--- config.mk ---
export PLATFORM = sky130hd
export DESIGN_NAME = commit_tx_eng_flat
export DESIGN_NICKNAME = d
export VERILOG_FILES = /design/src/rtl/commit_tx_eng_pkg.sv /design/src/rtl/commit_tx_eng_if.sv /design/src/rtl/commit_tx_eng_datap.sv /design/src/rtl/commit_tx_eng.sv /design/src/flat_wrapper.sv
export SDC_FILE = /design/constraint.sdc
export NUM_CORES = 1
export LEC_CHECK = 0
export CAP_MARGIN = 25
export CORE_AREA = 2 2 341 343
export CTS_BUF_LIST = sky130_fd_sc_hd__clkbuf_8
export DETAILED_ROUTE_END_ITERATION = 8
export DIE_AREA = 0 0 343 345
export PLACE_DENSITY = 0.36
export SKIP_CTS_REPAIR_TIMING = 1
export SLEW_MARGIN = 10
export SYNTH_ARGS = -nofsm -noshare
export SYNTH_HDL_FRONTEND = slang
export SYNTH_HIERARCHICAL = 1
export SYNTH_SLANG_ARGS = --single-unit
--- constraint.sdc ---
create_clock -name clk -period 13.9 [get_ports clk]
set_input_delay 2.78 -clock clk [delete_from_list [all_inputs] [get_ports clk]]
set_output_delay 2.78 -clock clk [all_outputs]
set_load 0.02 [all_outputs]
--- src/rtl/commit_tx_eng_pkg.sv ---
// Shared types and constants for the VR COMMIT transmit engine.
//   vr_state      : snapshot source (view, commit number, own replica index)
//   vr_commit_hdr : COMMIT payload header, sent MSB-first at the top of the flit
//   replica_cfg   : one replica config table entry {ip, port}
//   udp_info      : UDP header handed to the TX path
package commit_tx_eng_pkg;

   localparam int NUM_REPLICAS = 3;
   localparam int REPLICA_W    = $clog2(NUM_REPLICAS);

   localparam logic [7:0] VR_COMMIT = 8'd4;

   typedef struct packed {
      logic [7:0]  msg_type;
      logic [63:0] view;
      logic [63:0] commit_num;
   } vr_commit_hdr;

   localparam int COMMIT_MSG_BYTES = $bits(vr_commit_hdr) / 8;

   typedef struct packed {
      logic [31:0] ip;
      logic [15:0] port;
   } replica_cfg;

   typedef struct packed {
      logic [31:0] src_ip;
      logic [31:0] dst_ip;
      logic [15:0] src_port;
      logic [15:0] dst_port;
      logic [15:0] data_length;
   } udp_info;

   typedef struct packed {
      logic [63:0]          curr_view;
      logic [63:0]          commit_num;
      logic [REPLICA_W-1:0] my_replica_index;
   } vr_state;

   typedef enum logic [2:0] {
      ST_IDLE,
      ST_SNAP,
      ST_CFG_REQ,
      ST_CFG_RESP,
      ST_INFO,
      ST_DATA,
      ST_NEXT
   } tx_state_e;

endpackage

--- src/rtl/commit_tx_eng_if.sv ---
// Handshake bundle around the COMMIT transmit engine.
//   manage request  : manager -> engine request to broadcast now
//   cfg read        : engine -> replica config table request/response
//   pkt info / data : engine -> UDP TX header and single payload flit
// master = engine side, slave = environment side.
interface commit_tx_eng_if
   import commit_tx_eng_pkg::*;
#(
   parameter int NOC_DATA_W = 512
) ();
   localparam int NOC_PADBYTES_W = $clog2(NOC_DATA_W / 8);

   logic                      manage_commit_tx_req_val;
   logic                      commit_tx_manage_req_rdy;

   logic                      commit_tx_cfg_rd_req_val;
   logic [REPLICA_W-1:0]      commit_tx_cfg_rd_req_addr;
   logic                      cfg_commit_tx_rd_req_rdy;
   logic                      cfg_commit_tx_rd_resp_val;
   replica_cfg                cfg_commit_tx_rd_resp_data;
   logic                      commit_tx_cfg_rd_resp_rdy;

   logic                      commit_tx_pkt_info_val;
   udp_info                   commit_tx_pkt_info;
   logic                      tx_commit_pkt_info_rdy;

   logic                      commit_tx_data_val;
   logic [NOC_DATA_W-1:0]     commit_tx_data;
   logic                      commit_tx_data_last;
   logic [NOC_PADBYTES_W-1:0] commit_tx_data_padbytes;
   logic                      tx_commit_data_rdy;

   modport master (
      input  manage_commit_tx_req_val,
      output commit_tx_manage_req_rdy,
      output commit_tx_cfg_rd_req_val, commit_tx_cfg_rd_req_addr,
      input  cfg_commit_tx_rd_req_rdy,
      input  cfg_commit_tx_rd_resp_val, cfg_commit_tx_rd_resp_data,
      output commit_tx_cfg_rd_resp_rdy,
      output commit_tx_pkt_info_val, commit_tx_pkt_info,
      input  tx_commit_pkt_info_rdy,
      output commit_tx_data_val, commit_tx_data, commit_tx_data_last,
      output commit_tx_data_padbytes,
      input  tx_commit_data_rdy
   );

   modport slave (
      output manage_commit_tx_req_val,
      input  commit_tx_manage_req_rdy,
      input  commit_tx_cfg_rd_req_val, commit_tx_cfg_rd_req_addr,
      output cfg_commit_tx_rd_req_rdy,
      output cfg_commit_tx_rd_resp_val, cfg_commit_tx_rd_resp_data,
      input  commit_tx_cfg_rd_resp_rdy,
      input  commit_tx_pkt_info_val, commit_tx_pkt_info,
      output tx_commit_pkt_info_rdy,
      input  commit_tx_data_val, commit_tx_data, commit_tx_data_last,
      input  commit_tx_data_padbytes,
      output tx_commit_data_rdy
   );

endinterface

--- src/rtl/commit_tx_eng_datap.sv ---
// Datapath of the COMMIT transmit engine: holds the per-broadcast vr_state
// snapshot and the current replica config entry, and forms the UDP header and
// the single payload flit from them.
//   snap_en / snap_in       : capture view, commit number, own index
//   cfg_latch_en / cfg_in   : capture the destination replica entry
//   my_idx                  : own replica index from the snapshot
//   pkt_info/data/padbytes  : formed outputs, stable while the FSM holds
module commit_tx_eng_datap
   import commit_tx_eng_pkg::*;
#(
   parameter int NOC_DATA_W     = 512,
   parameter int NOC_PADBYTES_W = $clog2(NOC_DATA_W / 8)
) (
   input  logic                      clk,
   input  logic                      snap_en,
   input  vr_state                   snap_in,
   input  logic                      cfg_latch_en,
   input  replica_cfg                cfg_in,
   input  logic [31:0]               local_ip,
   input  logic [15:0]               local_port,
   output logic [REPLICA_W-1:0]      my_idx,
   output udp_info                   pkt_info,
   output logic [NOC_DATA_W-1:0]     data,
   output logic [NOC_PADBYTES_W-1:0] padbytes
);
   localparam int NOC_PADBYTES = NOC_DATA_W / 8;
   localparam int FILL_W       = NOC_DATA_W - $bits(vr_commit_hdr);

   logic [63:0]          view_p0;
   logic [63:0]          commit_p0;
   logic [REPLICA_W-1:0] my_idx_p0;
   replica_cfg           cfg_p1;
   vr_commit_hdr         hdr;

   // snapshot stage: captured once per broadcast, config once per replica
   always_ff @(posedge clk) begin
      if (snap_en) begin
         view_p0   <= snap_in.curr_view;
         commit_p0 <= snap_in.commit_num;
         my_idx_p0 <= snap_in.my_replica_index;
      end
      if (cfg_latch_en) begin
         cfg_p1 <= cfg_in;
      end
   end

   // formation stage
   always_comb begin
      hdr.msg_type   = VR_COMMIT;
      hdr.view       = view_p0;
      hdr.commit_num = commit_p0;

      pkt_info.src_ip      = local_ip;
      pkt_info.dst_ip      = cfg_p1.ip;
      pkt_info.src_port    = local_port;
      pkt_info.dst_port    = cfg_p1.port;
      pkt_info.data_length = 16'(COMMIT_MSG_BYTES);
   end

   assign data     = {hdr, {FILL_W{1'b0}}};
   assign padbytes = NOC_PADBYTES_W'(NOC_PADBYTES - COMMIT_MSG_BYTES);
   assign my_idx   = my_idx_p0;

endmodule

--- src/rtl/commit_tx_eng.sv ---
// Primary-side VR COMMIT sender. On a manager request or heartbeat expiry it
// snapshots vr_state and sends one single-flit UDP COMMIT to every replica
// other than itself, reading each destination from the replica config table.
//   clk, rst                   : clock, synchronous active-high reset
//   commit_tx_en               : node is primary and NORMAL
//   vr_state_commit_tx_rd_data : live VR state, sampled at broadcast start
//   local_ip, local_port       : source address of outgoing packets
//   commit_tx_busy             : broadcast in progress
//   bus                        : request, cfg read, pkt info and data handshakes
module commit_tx_eng
   import commit_tx_eng_pkg::*;
#(
   parameter int NOC_DATA_W     = 512,
   parameter int HEARTBEAT_CYCS = 1000000
) (
   input  logic            clk,
   input  logic            rst,
   input  logic            commit_tx_en,
   input  vr_state         vr_state_commit_tx_rd_data,
   input  logic [31:0]     local_ip,
   input  logic [15:0]     local_port,
   output logic            commit_tx_busy,
   commit_tx_eng_if.master bus
);
   localparam int                   HB_W     = (HEARTBEAT_CYCS > 1) ? $clog2(HEARTBEAT_CYCS) : 1;
   localparam logic [HB_W-1:0]      HB_LAST  = HB_W'(HEARTBEAT_CYCS - 1);
   localparam logic [REPLICA_W-1:0] LAST_IDX = REPLICA_W'(NUM_REPLICAS - 1);

   tx_state_e            state_q, state_d;
   logic [REPLICA_W-1:0] idx_q, idx_d;
   logic [REPLICA_W-1:0] snap_my_idx;
   logic [HB_W-1:0]      hb_cnt_q;
   logic                 pending_q;
   logic                 req_rdy_q;
   logic                 snap_en;
   logic                 cfg_latch_en;
   logic                 req_fire;
   logic                 hb_hit;
   logic                 bcast_start;

   assign req_fire    = bus.manage_commit_tx_req_val & req_rdy_q;
   assign hb_hit      = (state_q == ST_IDLE) & commit_tx_en & (hb_cnt_q == HB_LAST);
   assign bcast_start = (state_q == ST_IDLE) & pending_q & commit_tx_en;

   assign bus.commit_tx_manage_req_rdy = req_rdy_q;
   assign bus.commit_tx_cfg_rd_req_addr = idx_q;
   assign bus.commit_tx_data_last      = 1'b1;
   assign commit_tx_busy               = (state_q != ST_IDLE);

   // control stage: state, replica index, pending flag, heartbeat timer
   always_ff @(posedge clk) begin
      if (rst) begin
         state_q   <= ST_IDLE;
         idx_q     <= '0;
         hb_cnt_q  <= '0;
         pending_q <= 1'b0;
         req_rdy_q <= 1'b0;
      end else begin
         state_q   <= state_d;
         idx_q     <= idx_d;
         req_rdy_q <= 1'b1;

         if (!commit_tx_en || bcast_start) begin
            hb_cnt_q <= '0;
         end else if (state_q == ST_IDLE) begin
            hb_cnt_q <= hb_hit ? '0 : hb_cnt_q + 1'b1;
         end

         // A request landing in the start cycle is covered by the snapshot
         // taken in SNAP next cycle, so the start clear takes priority.
         if (!commit_tx_en || bcast_start) begin
            pending_q <= 1'b0;
         end else if (req_fire || hb_hit) begin
            pending_q <= 1'b1;
         end
      end
   end

   always_comb begin
      state_d                       = state_q;
      idx_d                         = idx_q;
      snap_en                       = 1'b0;
      cfg_latch_en                  = 1'b0;
      bus.commit_tx_cfg_rd_req_val  = 1'b0;
      bus.commit_tx_cfg_rd_resp_rdy = 1'b0;
      bus.commit_tx_pkt_info_val    = 1'b0;
      bus.commit_tx_data_val        = 1'b0;

      case (state_q)
         ST_IDLE: begin
            if (bcast_start) state_d = ST_SNAP;
         end
         ST_SNAP: begin
            // snapshot is not registered yet, so skip test uses the live index
            snap_en = 1'b1;
            idx_d   = '0;
            state_d = (vr_state_commit_tx_rd_data.my_replica_index == '0) ? ST_NEXT : ST_CFG_REQ;
         end
         ST_CFG_REQ: begin
            bus.commit_tx_cfg_rd_req_val = 1'b1;
            if (bus.cfg_commit_tx_rd_req_rdy) state_d = ST_CFG_RESP;
         end
         ST_CFG_RESP: begin
            bus.commit_tx_cfg_rd_resp_rdy = 1'b1;
            if (bus.cfg_commit_tx_rd_resp_val) begin
               cfg_latch_en = 1'b1;
               state_d      = ST_INFO;
            end
         end
         ST_INFO: begin
            bus.commit_tx_pkt_info_val = 1'b1;
            if (bus.tx_commit_pkt_info_rdy) state_d = ST_DATA;
         end
         ST_DATA: begin
            bus.commit_tx_data_val = 1'b1;
            if (bus.tx_commit_data_rdy) state_d = ST_NEXT;
         end
         ST_NEXT: begin
            if (idx_q == LAST_IDX) begin
               state_d = ST_IDLE;
            end else begin
               idx_d   = idx_q + 1'b1;
               state_d = (idx_d == snap_my_idx) ? ST_NEXT : ST_CFG_REQ;
            end
         end
         default: state_d = ST_IDLE;
      endcase
   end

   commit_tx_eng_datap #(
      .NOC_DATA_W (NOC_DATA_W)
   ) u_datap (
      .clk          (clk),
      .snap_en      (snap_en),
      .snap_in      (vr_state_commit_tx_rd_data),
      .cfg_latch_en (cfg_latch_en),
      .cfg_in       (bus.cfg_commit_tx_rd_resp_data),
      .local_ip     (local_ip),
      .local_port   (local_port),
      .my_idx       (snap_my_idx),
      .pkt_info     (bus.commit_tx_pkt_info),
      .data         (bus.commit_tx_data),
      .padbytes     (bus.commit_tx_data_padbytes)
   );

endmodule

--- src/flat_wrapper.sv ---
// flat-port wrapper written by rule: the top's interface ports become plain ports
module commit_tx_eng_flat import commit_tx_eng_pkg::*;
#(
   parameter int NOC_DATA_W     = 512,
   parameter int HEARTBEAT_CYCS = 1000000
)
  (clk, rst, commit_tx_en, vr_state_commit_tx_rd_data, local_ip, local_port, commit_tx_busy, bus_manage_commit_tx_req_val, bus_commit_tx_manage_req_rdy, bus_commit_tx_cfg_rd_req_val, bus_commit_tx_cfg_rd_req_addr, bus_cfg_commit_tx_rd_req_rdy, bus_cfg_commit_tx_rd_resp_val, bus_cfg_commit_tx_rd_resp_data, bus_commit_tx_cfg_rd_resp_rdy, bus_commit_tx_pkt_info_val, bus_commit_tx_pkt_info, bus_tx_commit_pkt_info_rdy, bus_commit_tx_data_val, bus_commit_tx_data, bus_commit_tx_data_last, bus_commit_tx_data_padbytes, bus_tx_commit_data_rdy);
  commit_tx_eng_if #(.NOC_DATA_W(NOC_DATA_W)) bus_i ();
  input  logic clk;
  input  logic rst;
  input  logic commit_tx_en;
  input  vr_state vr_state_commit_tx_rd_data;
  input  logic [31:0] local_ip;
  input  logic [15:0] local_port;
  output logic commit_tx_busy;
  input wire logic [$bits(bus_i.manage_commit_tx_req_val)-1:0] bus_manage_commit_tx_req_val;
  output wire logic [$bits(bus_i.commit_tx_manage_req_rdy)-1:0] bus_commit_tx_manage_req_rdy;
  output wire logic [$bits(bus_i.commit_tx_cfg_rd_req_val)-1:0] bus_commit_tx_cfg_rd_req_val;
  output wire logic [$bits(bus_i.commit_tx_cfg_rd_req_addr)-1:0] bus_commit_tx_cfg_rd_req_addr;
  input wire logic [$bits(bus_i.cfg_commit_tx_rd_req_rdy)-1:0] bus_cfg_commit_tx_rd_req_rdy;
  input wire logic [$bits(bus_i.cfg_commit_tx_rd_resp_val)-1:0] bus_cfg_commit_tx_rd_resp_val;
  input wire logic [$bits(bus_i.cfg_commit_tx_rd_resp_data)-1:0] bus_cfg_commit_tx_rd_resp_data;
  output wire logic [$bits(bus_i.commit_tx_cfg_rd_resp_rdy)-1:0] bus_commit_tx_cfg_rd_resp_rdy;
  output wire logic [$bits(bus_i.commit_tx_pkt_info_val)-1:0] bus_commit_tx_pkt_info_val;
  output wire logic [$bits(bus_i.commit_tx_pkt_info)-1:0] bus_commit_tx_pkt_info;
  input wire logic [$bits(bus_i.tx_commit_pkt_info_rdy)-1:0] bus_tx_commit_pkt_info_rdy;
  output wire logic [$bits(bus_i.commit_tx_data_val)-1:0] bus_commit_tx_data_val;
  output wire logic [$bits(bus_i.commit_tx_data)-1:0] bus_commit_tx_data;
  output wire logic [$bits(bus_i.commit_tx_data_last)-1:0] bus_commit_tx_data_last;
  output wire logic [$bits(bus_i.commit_tx_data_padbytes)-1:0] bus_commit_tx_data_padbytes;
  input wire logic [$bits(bus_i.tx_commit_data_rdy)-1:0] bus_tx_commit_data_rdy;
  assign bus_i.manage_commit_tx_req_val = bus_manage_commit_tx_req_val;
  assign bus_commit_tx_manage_req_rdy = bus_i.commit_tx_manage_req_rdy;
  assign bus_commit_tx_cfg_rd_req_val = bus_i.commit_tx_cfg_rd_req_val;
  assign bus_commit_tx_cfg_rd_req_addr = bus_i.commit_tx_cfg_rd_req_addr;
  assign bus_i.cfg_commit_tx_rd_req_rdy = bus_cfg_commit_tx_rd_req_rdy;
  assign bus_i.cfg_commit_tx_rd_resp_val = bus_cfg_commit_tx_rd_resp_val;
  assign bus_i.cfg_commit_tx_rd_resp_data = bus_cfg_commit_tx_rd_resp_data;
  assign bus_commit_tx_cfg_rd_resp_rdy = bus_i.commit_tx_cfg_rd_resp_rdy;
  assign bus_commit_tx_pkt_info_val = bus_i.commit_tx_pkt_info_val;
  assign bus_commit_tx_pkt_info = bus_i.commit_tx_pkt_info;
  assign bus_i.tx_commit_pkt_info_rdy = bus_tx_commit_pkt_info_rdy;
  assign bus_commit_tx_data_val = bus_i.commit_tx_data_val;
  assign bus_commit_tx_data = bus_i.commit_tx_data;
  assign bus_commit_tx_data_last = bus_i.commit_tx_data_last;
  assign bus_commit_tx_data_padbytes = bus_i.commit_tx_data_padbytes;
  assign bus_i.tx_commit_data_rdy = bus_tx_commit_data_rdy;
  commit_tx_eng #(.NOC_DATA_W(NOC_DATA_W), .HEARTBEAT_CYCS(HEARTBEAT_CYCS)) u_core (.clk(clk), .rst(rst), .commit_tx_en(commit_tx_en), .vr_state_commit_tx_rd_data(vr_state_commit_tx_rd_data), .local_ip(local_ip), .local_port(local_port), .commit_tx_busy(commit_tx_busy), .bus(bus_i));
endmodule
==> qor.txt, run 1 <==
Async S/R FF share, synth: 0%
P&R area growth vs syn: 45.9%
Layout cells sized above 1: 6.29%
Flops & latches, synth: 205
Mean Syn Cell Area: 12.5 um^2
Placeable Area: 115000 um^2
R2r worst-path depth: 5
Post-Syn Instances: 814
Most used DFF post-synth: edfxtp_1
Post-layout util: 12.9%
PD cells: 126 nW/um^2
Worst Hold Class: reg -> reg
Required @ worst endpoint: 11.12 ns
Number of flops mapped to enable cells by yosys: 178
Sink count of the clock tree: 205
Overall Power: 1.87 mW
Clock skew after layout: 0.0174 ns
Die area: 118000 um^2
Io pins: 873
Max Cap Violations: 0
Worst hold path depth: 2
Die width: 343 um
Final ANT Viol Nets: 0
CTS Buf Count: 45
Slew HR: 36.0%
Nets@finish: 1408
CTS tree: built
Core Rows: 125
Worst EP arrival: 2.78 ns
H-tree levels: 2
GRT Overall Usage: 5.47%
Max Freq: 0.180 GHz
I/O Buffers: 369
Root buf cell: clkbuf_8
Via count: 6016
Critical-path maximum fanout: 1
Crit Path Class: in -> out
Hold Vio Cnt, Final: 0
Routed length per instance: 12.8 um
Vias in the first global route: 5653
First-pass GRT wire length: 45300 um
Die H: 345 um
Clk pin slew, worst setup/hold paths: 0.06 ns
Starting Density: 8.87%
Maximum VDD drop: 0.0449 mV
Setup slack after layout: 8.34 ns
Fillers: 13029
Final HPWL DP: 28200 um
Multi-input gate area: 2360 um^2
Routed vias/inst: 2.20
Total iterations of the first detailed-routing run: 4
Sequential area share after synthesis: 57.7%
Syn Std Cell Area: 10200 um^2
Detailed Route Iter0 Violations: 292
YS warnings: 6
Final min period: 5.56 ns
Grt ovf: 0
Initial antenna violation count: 27
Yosys cell types: 45
Final setup fails: 0
Max Transition Viols Final: 0
Leakage power: 5.36 nW
RSZ-0062 raised after global routing: false
Period utilization: 40.0%
Clk Latency, worst-skew pair: 0.60 ns
Routed wire length: 35000 um
Crit path launch type: input port
DRC violation count after routing: 0
Outcome: finished, final reports clean
Worst slew pin tran: 0.960 ns
Register area: 5890 um^2
GP Congestion: 0.731
Pin count of the biggest net entering global routing: 131
Setup_tns: 0 ns
Clock Path Buffers: 3
Critical path capture point type: output port
Critical path depth: 0
Pre-CTS setup slack: 8.34 ns
==> registers in the layout (all words and copies together), names as in the netlist <==
signal / flops
u_core/state_q: 3
u_core/bus.commit_tx_manage_req_rdy: 1
u_core/u_datap/my_idx: 2
u_core/hb_cnt_q: 20
u_core/u_datap/pkt_info: 48
u_core/bus.commit_tx_cfg_rd_req_addr: 2
u_core/u_datap/view_p0: 64
u_core/u_datap/commit_p0: 64
u_core/pending_q: 1
==> metrics by stage <==
stage | std cells | hold WS, ns | cell area, um^2
floorplan | 1218 | 0.452 | 11700
detailed placement | 2649 | 0.481 | 13900
global route | 2733 | 0.519 | 14900
finish | 2734 | 0.493 | 14900
CTS | 2732 | 0.495 | 14900
global placement | 2649 | 0.475 | 13900
==> Yosys cell counts, types with 3 or more instances <==
library cell  count  area (um^2)
or4_1             7         52.6
nand2b_1          3         18.8
inv_1             7         26.3
a21oi_1          15         75.1
nand4_1           4         25.0
edfxtp_1        178         5350
xnor2_1           7         61.3
nor2_1           15         56.3
buf_4           456         3420
o31ai_1           3         22.5
or3_1             8         50.1
nand2_1          14         52.6
o21ai_0          15         75.1
xor2_1            3         26.3
conb_1            3         11.3
dfxtp_1          27          541
clkbuf_1          7         26.3
nor3_1            6         30.0
nand3_1           7         35.0
==> routing by layer <==
metal | vias to the layer above | wire, um | GRT usage (%)
met1 | 2768 | 10500 | 4.86
met2 | 505 | 17000 | 9.53
met5 | - | 35 | 0
met4 | 6 | 1310 | 2.11
li1 | 2618 | - | -
met3 | 119 | 6140 | 3.84
==> area by class of cell <==
| class | count | area share, % |
|---|---|---|
| Antenna cell | 2 | 0.0336 |
| Clock buffer | 49 | 4.53 |
| Clock inverter | 34 | 2.08 |
| Inverter | 8 | 0.202 |
| Multi-Input combinational cell | 541 | 15.9 |
| Sequential cell | 205 | 39.5 |
| Tap cell | 1524 | 12.8 |
| Timing Repair Buffer | 371 | 25.0 |
==> path summary, 6_finish.rpt <==
path	slack, ns	endpoint	start
setup / recovery	8.34	bus_commit_tx_pkt_info[102]	local_ip[22]
hold / removal	0.49	u_core/hb_cnt_q[19]	u_core/hb_cnt_q[19]
setup reg to reg	11.51	u_core/hb_cnt_q[18]	u_core/state_q[0]
hold reg to reg	0.49	u_core/hb_cnt_q[19]	u_core/hb_cnt_q[19]
==> cell families after synthesis <==
group | count (synthesis) | share of synthesized area (%)
compound gates | 46 | 2.84
other cells | 3 | 0.110
xor+xnor | 10 | 0.858
simple gates | 76 | 4.16
buf+inv | 472 | 34.1
flops | 205 | 57.7
fa+ha+maj | 2 | 0.245
==> placed cells by master (no fill, tap or decap), drive strengths merged, types with 4 or more instances in the layout <==
master	Yosys	routed
nor3	7	7
conb	3	407
a21oi	16	16
o21ai	15	15
clkbuf	7	49
dfxtp	27	27
clkinv	0	11
or3	8	8
xnor2	7	7
nand3	7	7
edfxtp	178	178
nand4	4	4
or4	8	8
clkdlybuf4s50	0	369
nand2	14	14
nor2	15	15
inv	8	24
bufinv	0	6
==> where the power goes <==
group	leakage (nW)	internal (mW)	total, mW	switching (mW)
Combinational	2.97	0.127	0.369	0.242
Sequential	1.83	0.737	0.756	0.0191
Clock	0.556	0.438	0.746	0.307
(Power assumes the default switching activity.)
==> run 2, diff against run 1 <==
--- a/config.mk
+++ b/config.mk
@@ -6,11 +6,11 @@
 export NUM_CORES = 1
 export LEC_CHECK = 0
 export CAP_MARGIN = 25
-export CORE_AREA = 2 2 341 343
+export CORE_AREA = 2 2 337 339
 export CTS_BUF_LIST = sky130_fd_sc_hd__clkbuf_8
 export DETAILED_ROUTE_END_ITERATION = 8
-export DIE_AREA = 0 0 343 345
-export PLACE_DENSITY = 0.36
+export DIE_AREA = 0 0 339 341
+export PLACE_DENSITY = 0.37
 export SKIP_CTS_REPAIR_TIMING = 1
 export SLEW_MARGIN = 10
 export SYNTH_ARGS = -nofsm -noshare
==> constraint.sdc (replaced) <==
create_clock -name clk -period 4.8 [get_ports clk]
set_input_delay 0.96 -clock clk [delete_from_list [all_inputs] [get_ports clk]]
set_output_delay 0.96 -clock clk [all_outputs]
set_load 0.02 [all_outputs]
==> run 2 against run 1 <==
  * Combinational power rose to 2.9 times the previous value
  * Worst hold slack gained 0.0036 ns
  * Critical path type is now reg -> out
  * First-iteration DRC count is 49% lower
  * Core utilization rose by 0.095 points
  * Via count is 0.95% lower
  * Highest routed layer is now met4
==> qor.txt, run 2 (same netlist as run 1, synthesis figures left out) <==
Clk pin slew, worst setup/hold paths: 0.07 ns (about the same)
Layout cells sized above 1: 4.95% (-1.3 points)
P&R area growth vs syn: 42.8%
R2r worst-path depth: 5 (unchanged)
Grt ovf: 0 (unchanged)
R2r setup slk: 2.41 ns (-9.10 ns)
Vias in the first global route: 5398 (-4.5%)
Pin count of the biggest net entering global routing: 79 (-40%)
First-pass GRT wire length: 43600 um (-3.7%)
Setup slack after layout: 1.48 ns (-6.86 ns)
PD cells: 334 nW/um^2 (+170%)
Placed cell areas: 13900 um^2 (about the same)
Via count: 5959 (-0.95%)
Final setup fails: 0 (unchanged)
Total iterations of the first detailed-routing run: 4 (unchanged)
H-tree levels: 2 (unchanged)
CTS Buf Count: 36 (-20%)
Nets@finish: 1400 (-0.57%)
Die area: 116000 um^2 (-2.3%)
Final min period: 3.32 ns
Max Cap Violations: 0 (unchanged)
Met3 Track Usage GR: 2.81% (-1.0 points)
Final ANT Viol Nets: 0 (unchanged)
Maximum VDD drop: 0.140 mV (+210%)
Critical path capture point type: output port
Critical-path maximum fanout: 14 (+13)
Worst Hold Class: reg -> reg
Fin area: 14600 um^2 (-2.1%)
Clock skew after layout: 0.0313 ns (+0.0140 ns)
GRT busiest layer: met2
Sink count of the clock tree: 205 (unchanged)
Setup_tns: 0 ns (unchanged)
GP Congestion: 0.769 (+5.2%)
Starting Density: 9.12% (+0.26 points)
Post-Layout Cell Count: 2693 (-1.5%)
CTS tree: built
Routed length per instance: 12.5 um (-2.1%)
Routed vias/inst: 2.21 (+0.56%)
Hold Vio Cnt, Final: 0 (unchanged)
Overall Power: 4.86 mW (+160%)
Routed wire length: 33700 um (-3.5%)
Most common cell after layout, fill and taps aside: conb_1
Hold_sp: u_core/hb_cnt_q[19]
Worst slew pin tran: 0.676 ns (-0.284 ns)
Hold EP: u_core/hb_cnt_q[19]
Dpl cells: 2626 (-0.87%)
Commonest non-fill, non-tap cells in the layout: conb_1, clkdlybuf4s50_1, edfxtp_1
Slew HR: 54.9% (+19 points)
Worst r2r dst: u_core/hb_cnt_q[18]
Required @ worst endpoint: 3.84 ns (-7.28 ns)
Leakage power: 5.20 nW (-2.8%)
GRT met1 Usage: 5.32% (+0.46 points)
GR Layer Usage met2: 9.23% (-0.29 points)
Clk Latency, worst-skew pair: 0.57 ns (-0.03 ns)
Crit Path Class: reg -> out
Core Rows: 123 (-1.6%)
RR Startpoint: u_core/state_q[2]
Max Transition Viols Final: 0 (unchanged)
DRC violation count after routing: 0 (unchanged)
Max Freq: 0.301 GHz
Pre-CTS setup slack: 1.76 ns (-6.58 ns)
Die H: 341 um (-1.2%)
Detailed Route Iter0 Violations: 148 (-49%)
Clock Path Buffers: 3 (unchanged)
Crit path launch type: flip-flop
GRT Overall Usage: 5.31% (-0.16 points)
Worst hold path depth: 2 (unchanged)
Root buf cell: clkbuf_8
Outcome: finished, final reports clean
Final HPWL DP: 27500 um (-2.4%)
Io pins: 873 (unchanged)
RSZ-0062 raised after global routing: false
Worst EP arrival: 2.36 ns (-0.42 ns)
Placeable Area: 112000 um^2 (-2.8%)
Die width: 339 um (-1.2%)
I/O Buffers: 369 (unchanged)
Period utilization: 69.2%
Initial antenna violation count: 16 (-41%)
## run 2: cell types whose count changed in the layout (fill, tap and decap cells not counted), moves of 2 or more
cell	delta
clkinvlp_4	+2
clkinv_2	-3
bufinv_16	-5
clkbuf_8	-10
## run 2: metal layers
layer  share of wire (%)  up-vias
li1                    -     2596
met1                  33     2791
met2                  51      494
met3                  13       78
met4                 3.5        0
met5                   0        -
## run 2: metrics by stage
stage / hold slack (ns) / utilization (%)
3_3_place_gp: 0.470 / 12.4
4_1_cts: 0.497 / 13.0
5_1_grt: 0.533 / 13.0
6_report: 0.496 / 13.0
3_5_place_dp: 0.485 / 12.4
2_1_floorplan: 0.452 / -
## run 2: power by group
part           switching (mW)  internal, mW
registers              0.0568          2.13
logic                   0.701         0.372
clock network           0.800         0.806
total                    1.56          3.31
## run 2: critical path, cell delays in order (launching register included)
cell             delay, ns
dfxtp_1               0.67
nor3_4                0.10
inv_2                 0.20
clkdlybuf4s50_1       0.83
## run 2: worst max-delay path by stage
stage                      start                     endpoint  slack, ns  cells past startpoint
2_1_floorplan  u_core/state_q[0]  u_core/u_datap/commit_p0[0]       0.38                      3
3_3_place_gp        commit_tx_en           u_core/hb_cnt_q[8]       1.80                      5
3_5_place_dp        commit_tx_en          u_core/hb_cnt_q[12]       1.76                      5
4_1_cts        u_core/state_q[1]               commit_tx_busy       1.33                      3
5_1_grt        u_core/state_q[1]               commit_tx_busy       1.23                      3
6_report       u_core/state_q[1]               commit_tx_busy       1.48                      3
## run 2: area by class of cell
type / count / area (um^2)
Fill cell: 12675 / 97300
Sequential cell: 205 / 5890
Timing Repair Buffer: 372 / 3740
Multi-Input combinational cell: 541 / 2370
Tap cell: 1500 / 1880
Clock buffer: 39 / 537
Clock inverter: 26 / 140
Inverter: 8 / 30.0
Antenna cell: 2 / 5.00
